### config.mk
export PLATFORM = sky130hd
export DESIGN_NAME = vga_timing_gen
export DESIGN_NICKNAME = d
export VERILOG_FILES = /design/src/rtl/vga_timing_gen.sv
export SDC_FILE = /design/constraint.sdc
export NUM_CORES = 1
export LEC_CHECK = 0
export ABC_AREA = 1
export ABC_CLOCK_PERIOD_IN_PS = 4200
export CAP_MARGIN = 0
export CORE_ASPECT_RATIO = 1.2
export CORE_MARGIN = 2
export CORE_UTILIZATION = 45
export CTS_CLUSTER_SIZE = 10
export DETAILED_ROUTE_END_ITERATION = 12
export GPL_TIMING_DRIVEN = 0
export PLACE_DENSITY_LB_ADDON = 0.25
export SYNTH_ARGS = -nofsm -noshare
export SYNTH_HDL_FRONTEND = slang
export SYNTH_SLANG_ARGS = --single-unit
export TNS_END_PERCENT = 10
### constraint.sdc
create_clock -name clk -period 4.2 [get_ports clk]
set_clock_uncertainty 0.15 [all_clocks]
set_input_delay 0.84 -clock clk [delete_from_list [all_inputs] [get_ports clk]]
set_output_delay 0.84 -clock clk [all_outputs]
set_load 0.01 [all_outputs]
### src/rtl/vga_timing_gen.sv
// Pixel-clock raster generator: scan position for the overlay, registered sync
// and 3:3:3 RGB pins aligned to the same one-cycle latency.
module vga_timing_gen #(
    parameter int H_VISIBLE   = 640,
    parameter int H_FRONT     = 16,
    parameter int H_SYNC      = 96,
    parameter int H_BACK      = 48,
    parameter int V_VISIBLE   = 480,
    parameter int V_FRONT     = 10,
    parameter int V_SYNC      = 2,
    parameter int V_BACK      = 33,
    parameter bit SYNC_ACTIVE = 1'b0
) (
    input  logic       clk,
    input  logic       n_rst,
    input  logic [7:0] color,
    output logic [9:0] row,
    output logic [9:0] col,
    output logic       visible,
    output logic       frame_start,
    output logic       hsync,
    output logic       vsync,
    output logic [2:0] red,
    output logic [2:0] green,
    output logic [2:0] blue
);

    localparam int H_TOTAL = H_VISIBLE + H_FRONT + H_SYNC + H_BACK;
    localparam int V_TOTAL = V_VISIBLE + V_FRONT + V_SYNC + V_BACK;
    localparam int HW      = $clog2(H_TOTAL);
    localparam int VW      = $clog2(V_TOTAL);

    localparam logic [HW-1:0] H_LAST       = HW'(H_TOTAL - 1);
    localparam logic [HW-1:0] H_VIS_LEN    = HW'(H_VISIBLE);
    localparam logic [HW-1:0] H_VIS_LAST   = HW'(H_VISIBLE - 1);
    localparam logic [HW-1:0] H_FRONT_LAST = HW'(H_FRONT - 1);
    localparam logic [HW-1:0] H_SYNC_LAST  = HW'(H_SYNC - 1);
    localparam logic [HW-1:0] H_BACK_LAST  = HW'(H_BACK - 1);

    localparam logic [VW-1:0] V_LAST       = VW'(V_TOTAL - 1);
    localparam logic [VW-1:0] V_VIS_LEN    = VW'(V_VISIBLE);
    localparam logic [VW-1:0] V_VIS_LAST   = VW'(V_VISIBLE - 1);
    localparam logic [VW-1:0] V_FRONT_LAST = VW'(V_FRONT - 1);
    localparam logic [VW-1:0] V_SYNC_LAST  = VW'(V_SYNC - 1);
    localparam logic [VW-1:0] V_BACK_LAST  = VW'(V_BACK - 1);

    typedef enum logic [1:0] {
        PH_VIS,
        PH_FRONT,
        PH_SYNC,
        PH_BACK
    } phase_t;

    function automatic phase_t next_phase(input phase_t p);
        case (p)
            PH_VIS:   next_phase = PH_FRONT;
            PH_FRONT: next_phase = PH_SYNC;
            PH_SYNC:  next_phase = PH_BACK;
            default:  next_phase = PH_VIS;
        endcase
    endfunction

    logic [HW-1:0] h_cnt, h_cnt_next;
    logic [HW-1:0] h_ph, h_ph_next, h_ph_last;
    phase_t        h_state, h_state_next;
    logic          h_wrap;

    logic [VW-1:0] v_cnt, v_cnt_next;
    logic [VW-1:0] v_ph, v_ph_next, v_ph_last;
    phase_t        v_state, v_state_next;
    logic          v_wrap;

    // NOTE: every signal written here gets a default first, so no path can infer a latch.
    always_comb begin
        h_wrap       = (h_cnt == H_LAST);
        h_cnt_next   = h_wrap ? '0 : h_cnt + 1'b1;
        h_state_next = h_state;
        h_ph_next    = h_ph + 1'b1;
        case (h_state)
            PH_VIS:   h_ph_last = H_VIS_LAST;
            PH_FRONT: h_ph_last = H_FRONT_LAST;
            PH_SYNC:  h_ph_last = H_SYNC_LAST;
            default:  h_ph_last = H_BACK_LAST;
        endcase
        if (h_ph == h_ph_last) begin
            h_ph_next    = '0;
            h_state_next = next_phase(h_state);
        end
    end

    // The vertical axis only moves on the horizontal wrap cycle.
    always_comb begin
        v_wrap       = (v_cnt == V_LAST);
        v_cnt_next   = v_cnt;
        v_state_next = v_state;
        v_ph_next    = v_ph;
        case (v_state)
            PH_VIS:   v_ph_last = V_VIS_LAST;
            PH_FRONT: v_ph_last = V_FRONT_LAST;
            PH_SYNC:  v_ph_last = V_SYNC_LAST;
            default:  v_ph_last = V_BACK_LAST;
        endcase
        if (h_wrap) begin
            v_cnt_next = v_wrap ? '0 : v_cnt + 1'b1;
            if (v_ph == v_ph_last) begin
                v_ph_next    = '0;
                v_state_next = next_phase(v_state);
            end else begin
                v_ph_next = v_ph + 1'b1;
            end
        end
    end

    // NOTE: sequential state uses non-blocking assignments so all registers update together.
    always_ff @(posedge clk or negedge n_rst) begin
        if (!n_rst) begin
            h_cnt   <= '0;
            h_ph    <= '0;
            h_state <= PH_VIS;
            v_cnt   <= '0;
            v_ph    <= '0;
            v_state <= PH_VIS;
        end else begin
            h_cnt   <= h_cnt_next;
            h_ph    <= h_ph_next;
            h_state <= h_state_next;
            v_cnt   <= v_cnt_next;
            v_ph    <= v_ph_next;
            v_state <= v_state_next;
        end
    end

    // Stage 0: scan position seen by the overlay in the same cycle.
    always_comb begin
        col         = (h_cnt < H_VIS_LEN) ? 10'(h_cnt) : '0;
        row         = (v_cnt < V_VIS_LEN) ? 10'(v_cnt) : '0;
        visible     = (h_state == PH_VIS) && (v_state == PH_VIS);
        frame_start = (h_cnt == '0) && (v_cnt == '0);
    end

    // Stage 1: blanking forces black, so color is never sampled outside the active area.
    always_ff @(posedge clk or negedge n_rst) begin
        if (!n_rst) begin
            red   <= '0;
            green <= '0;
            blue  <= '0;
            hsync <= ~SYNC_ACTIVE;
            vsync <= ~SYNC_ACTIVE;
        end else begin
            if (visible) begin
                red   <= color[7:5];
                green <= color[4:2];
                blue  <= {color[1:0], color[1]};
            end else begin
                red   <= '0;
                green <= '0;
                blue  <= '0;
            end
            hsync <= (h_state == PH_SYNC) ? SYNC_ACTIVE : ~SYNC_ACTIVE;
            vsync <= (v_state == PH_SYNC) ? SYNC_ACTIVE : ~SYNC_ACTIVE;
        end
    end

endmodule
Word-level counts from Yosys, hierarchy flattened
Index checks and enable logic that the tools add are counted.

cells by class
  add/subtract/negate cells = 4
  magnitude comparators = 2
  equality and inequality tests = 8
  muxes and demuxes = 15
  reductions and logical operators = 7

operators by type and width
  kind                                                                            number
  10-bit two-way mux                                                              6
  10-bit by 1-bit adder with 10-bit output (second input constant)                4
  10-bit case mux with 3 select lines                                             1
  9-bit case mux with 3 select lines                                              1
  10-bit == test                                                                  2
  10-bit == test (second input constant)                                          2
  10-bit zero test                                                                2
  2-bit case mux with 3 select lines                                              2
  10-bit less-than comparator (second input constant)                             1
  10-bit by 9-bit less-than comparator with 1-bit output (second input constant)  1
  3-bit two-way mux                                                               3
  2-bit by 1-bit == test with 1-bit output (second input constant)                2
  2-bit == test (second input constant)                                           2
  2-bit zero test                                                                 2
  1-bit logical AND                                                               2
  1-bit two-way mux                                                               2
  2-bit AND reduction                                                             1

word-level totals
  flip-flop bits (word level) = 55
  input bits = 10
  output and inout port bits = 33
  logic and storage cells = 47

Depth between registers and ports, before layout
  depth after elaboration = 4
  gate-level depth with buffers = 11
  depth with buffers taken out = 11

Worst setup path after synthesis
No wires, ideal clock.

  path kind = flip-flop to output port
  from = register h_cnt[0]
  to = output port frame_start
  arrival = 1.065 ns
  required time = 3.210 ns
  path slack = 2.145 ns
  cell stages (with the launch flop) = 7
  path buffers = 0
  path through = dfrtp_1 inv_1 ha_1 nand3_1 nor2_1 nand3_1 nor3_1

on the way
  longest elaborated chain between the ends = 2

ends and longest elaborated chain
  element                 RTL line  RTL
  start, declared         63        logic [HW-1:0] h_cnt, h_cnt_next;
  start signal, assigned  124       h_cnt <= h_cnt_next;
  10-bit zero test        138       frame_start = (h_cnt == '0) && (v_cnt == '0);
  1-bit logical AND       138
  end, declared           20        output logic frame_start,

No other way between the ends.

Worst setup path after layout
  from = register v_cnt[6]
  to = output port row[6]

on the way
  longest elaborated chain between the ends = 2

ends and longest elaborated chain
  element                                                 RTL line  RTL
  start, declared                                         68        logic [VW-1:0] v_cnt, v_cnt_next;
  start signal, assigned                                  127       v_cnt <= v_cnt_next;
  10-bit by 9-bit less-than comparator with 1-bit output  136       row = (v_cnt < V_VIS_LEN) ? 10'(v_cnt) : '0;
  10-bit two-way mux (*)                                  136
  end, declared                                           17        output logic [9:0] row,

Every way passes the cells marked *; elsewhere a longest branch is shown, timed or not.

==> metrics <==
die area=between 7000 and 8000 um^2; max-cap violations=0; hpwl dp=approximately 5.1 mm; ant diodes=0; Die Y=between 90 and 100 um; mux contribution to synthesized area=0%; met2 GRT Util=roughly 34%; Synth Area per Inst=about 7.1 um^2; syn_nets=~480; Area Growth Syn to Fin=19.98%; Yosys cell types=25; clk root buf=clkbuf_8; Rel. slew slack=~57%; met3 Usage GRT=under 10%; Fin Hold WS=approximately 0.3 ns; wire per inst=between 10 and 15 um; CTS tree=yes; IO buf count=just over 40; DRT antenna net count=0; H-Tree Depth=2; GRT Residual Overflow=0; postcts setup bufs=0; slowest CP cell=o21ai_1; drt total wl=6.756 mm; Post-synth EDFFs=0; HP Class=in2async; routability congestion estimate=just over 0.9; Syn Std Cell Area=3201 um^2; switching share of power=between 20% and 30%; # fillers=696; crit-path max FO=9; ys flop type=dfrtp_1; via density per instance=4.951; Synth Area in XOR/XNOR=between 1.5 and 2%; most common cell after layout, fill and taps aside=nand2_1; GR peak layer=met2; IO Count=43; hold_buf cts=0; Critical Path, Cell by Cell=nand2_1 -> o21ai_1 -> nor2_1 -> clkdlybuf4s50_1; Hold Fails Final Rpt=0; Initial Utilization=46.70%; CP startpoint kind=register; TritonCTS Buffers=5; #FFs+latches synth=between 50 and 60; switching pwr=196.1 uW; clock sinks=54; pin count of the biggest net entering global routing=39; YS warnings=0; met1 Use GR=approximately a quarter; simple-gate area share of the yosys netlist=approximately a third; RSZ-0062 raised after global routing=false; P_int=693.7 uW; Leakage=a little under 2 nW; sequential-to-total area share from yosys stat=a little over two fifths; Final Slew Violations=0; All-Layer GR Usage=about a fifth; via count=between 2000 and 3000; # DRC=0; post-synthesis adder-cell area fraction=5.082%; post-synthesis compound-gate area fraction=approximately 5.3%; Post-CTS Resized=0; Final Cycle Share=between 70% and 80%; Fmax=around 330 MHz; Layout Utilization=between 50 and 60%; global-route wire length before repair=roughly 12 mm; CP Capture Type=output pin; critical path type=reg2out; critical path data required time=~3.2 ns; most frequent cells in the layout=116 x nand2_1, 83 x nor2_1, 81 x inv_1, 52 x dfrtp_1, 40 x clkdlybuf4s50_1; Fin Setup TNS=0 ns; asr flop ratio synth=100.0%; Mapped Cells=about 450; slowest stage delay, CP=0.55 ns; insertion delay to the later sink of the worst-skew pair=roughly 0.31 ns; Longest Clk Path Bufs=2; Worst VDD drop=about 210 uV; logic gate share of total power=a little over 4%; initial detailed-routing violation count=between 150 and 200; Final setup viols=0; vias in the first global route=about 2700; Die Wd=between 80 and 90 um; Worst EP arrival=2.01 ns; Seq pwr share=58.9%; Cell Pwr Density=231.7 nW/um^2; status=completed; Final Net Count=roughly 530; initial antenna violation count=0; DRT Pass-1 Iters=4; Worst-path clk slew=~0.1 ns; Cell Rows=33; worst slew pin tran=roughly 0.64 ns; core area=about 6900 um^2; Clk pwr share=37.0%; main combinational cell family by area after synthesis=simple AND/OR/NAND/NOR gates; share of cells above drive strength 1=between 4 and 5%; min cycle time layout=3.004 ns
## power groups by stage
stage | Sequential, mW | Clock [mW] | Combinational (mW)
6_report | 0.525 | 0.329 | 0.0364
5_1_grt | 0.525 | 0.361 | 0.0411
4_1_cts | 0.525 | 0.339 | 0.0379
3_5_place_dp | 0.535 | 0 | 0.0376
3_3_place_gp | 0.535 | 0 | 0.0355
2_1_floorplan | 0.537 | 0 | 0.00507
## registers in the layout (all words and copies together) (netlist names)
| signal | count |
|---|---|
| hsync | 1 |
| green | 3 |
| h_ph | 10 |
| v_ph | 10 |
| v_cnt | 10 |
| h_state | 2 |
| red | 3 |
| vsync | 1 |
| h_cnt | 10 |
| v_state | 2 |
| blue | 2 |
## metal layers
| metal | vias to the layer above | part of all wire, % |
|---|---|---|
| met1 | 1367 | 44 |
| met2 | 53 | 51 |
| met3 | 4 | 4.5 |
| met5 | - | 0 |
| li1 | 1497 | - |
| met4 | 0 | 0.84 |
## final timing paths
path	slack [ns]	endpoint	depth (start not counted)	start
setup / recovery	1.20	row[6]	4	v_cnt[6]$_DFFE_PN0N_
hold / removal	0.30	v_cnt[7]$_DFFE_PN0N_	1	n_rst
setup reg to reg	2.05	v_state[0]$_DFFE_PN0P_	9	v_state[1]$_DFFE_PN0P_
hold reg to reg	0.32	h_ph[0]$_DFF_PN0_	1	h_ph[0]$_DFF_PN0_
max in group asynchronous	3.05	h_ph[1]$_DFF_PN0_	2	n_rst
min in group clk	0.32	h_ph[0]$_DFF_PN0_	1	h_ph[0]$_DFF_PN0_
## worst max-delay path: cells and delay by family, from the launching register on
family	cells	cell delay, ns
buffers and inverters	1	0.50
DFF	1	0.44
and+or+nand+nor	2	0.22
AOI/OAI and AO/OA	1	0.55
## cells in the mapped netlist (5+ instances only)
master	number	area, um^2
ha_1	13	162.7
nor3_1	5	25.02
nand2_1	116	435.4
a21oi_1	7	35.03
dfrtp_1	52	1301
xor2_1	7	61.31
nor2_1	83	311.6
o21ai_0	22	110.1
nand3_1	33	165.2
inv_1	81	304.0
nand4_1	14	87.58
## cell families after synthesis
| kind of cell | count (synthesis) |
|---|---|
| and+or+nand+nor | 257 |
| other | 1 |
| DFF | 54 |
| buffers and inverters | 88 |
| adders and majority gates | 13 |
| AOI/OAI and AO/OA | 33 |
| xor gates and xnor gates | 7 |
## final cells by class
| cell class | count | area [um^2] | share of cell area [%] |
|---|---|---|---|
| inverters | 83 | 314.1 | 8.179 |
| clock inverters | 1 | 8.758 | 0.2281 |
| well taps | 87 | 108.9 | 2.835 |
| clock buffers | 7 | 96.34 | 2.509 |
| flip-flops and latches | 54 | 1354 | 35.26 |
| repair buffers | 42 | 425.4 | 11.08 |
| multi-input cells | 311 | 1496 | 38.97 |
| plain buffers | 5 | 36.28 | 0.9449 |
## stage by stage
stage	total power, mW	cell area [um^2]	setup WS, ns	cells
after floorplan	0.5422	3201	2.145	453
after global placement	0.5703	3720	0.4195	581
after detailed placement	0.5724	3735	1.553	582
after CTS	0.9019	3840	1.192	590
after global routing	0.9269	3840	1.038	590
final	0.8899	3840	1.196	590
No activity file was read; power rests on OpenSTA's default activity.
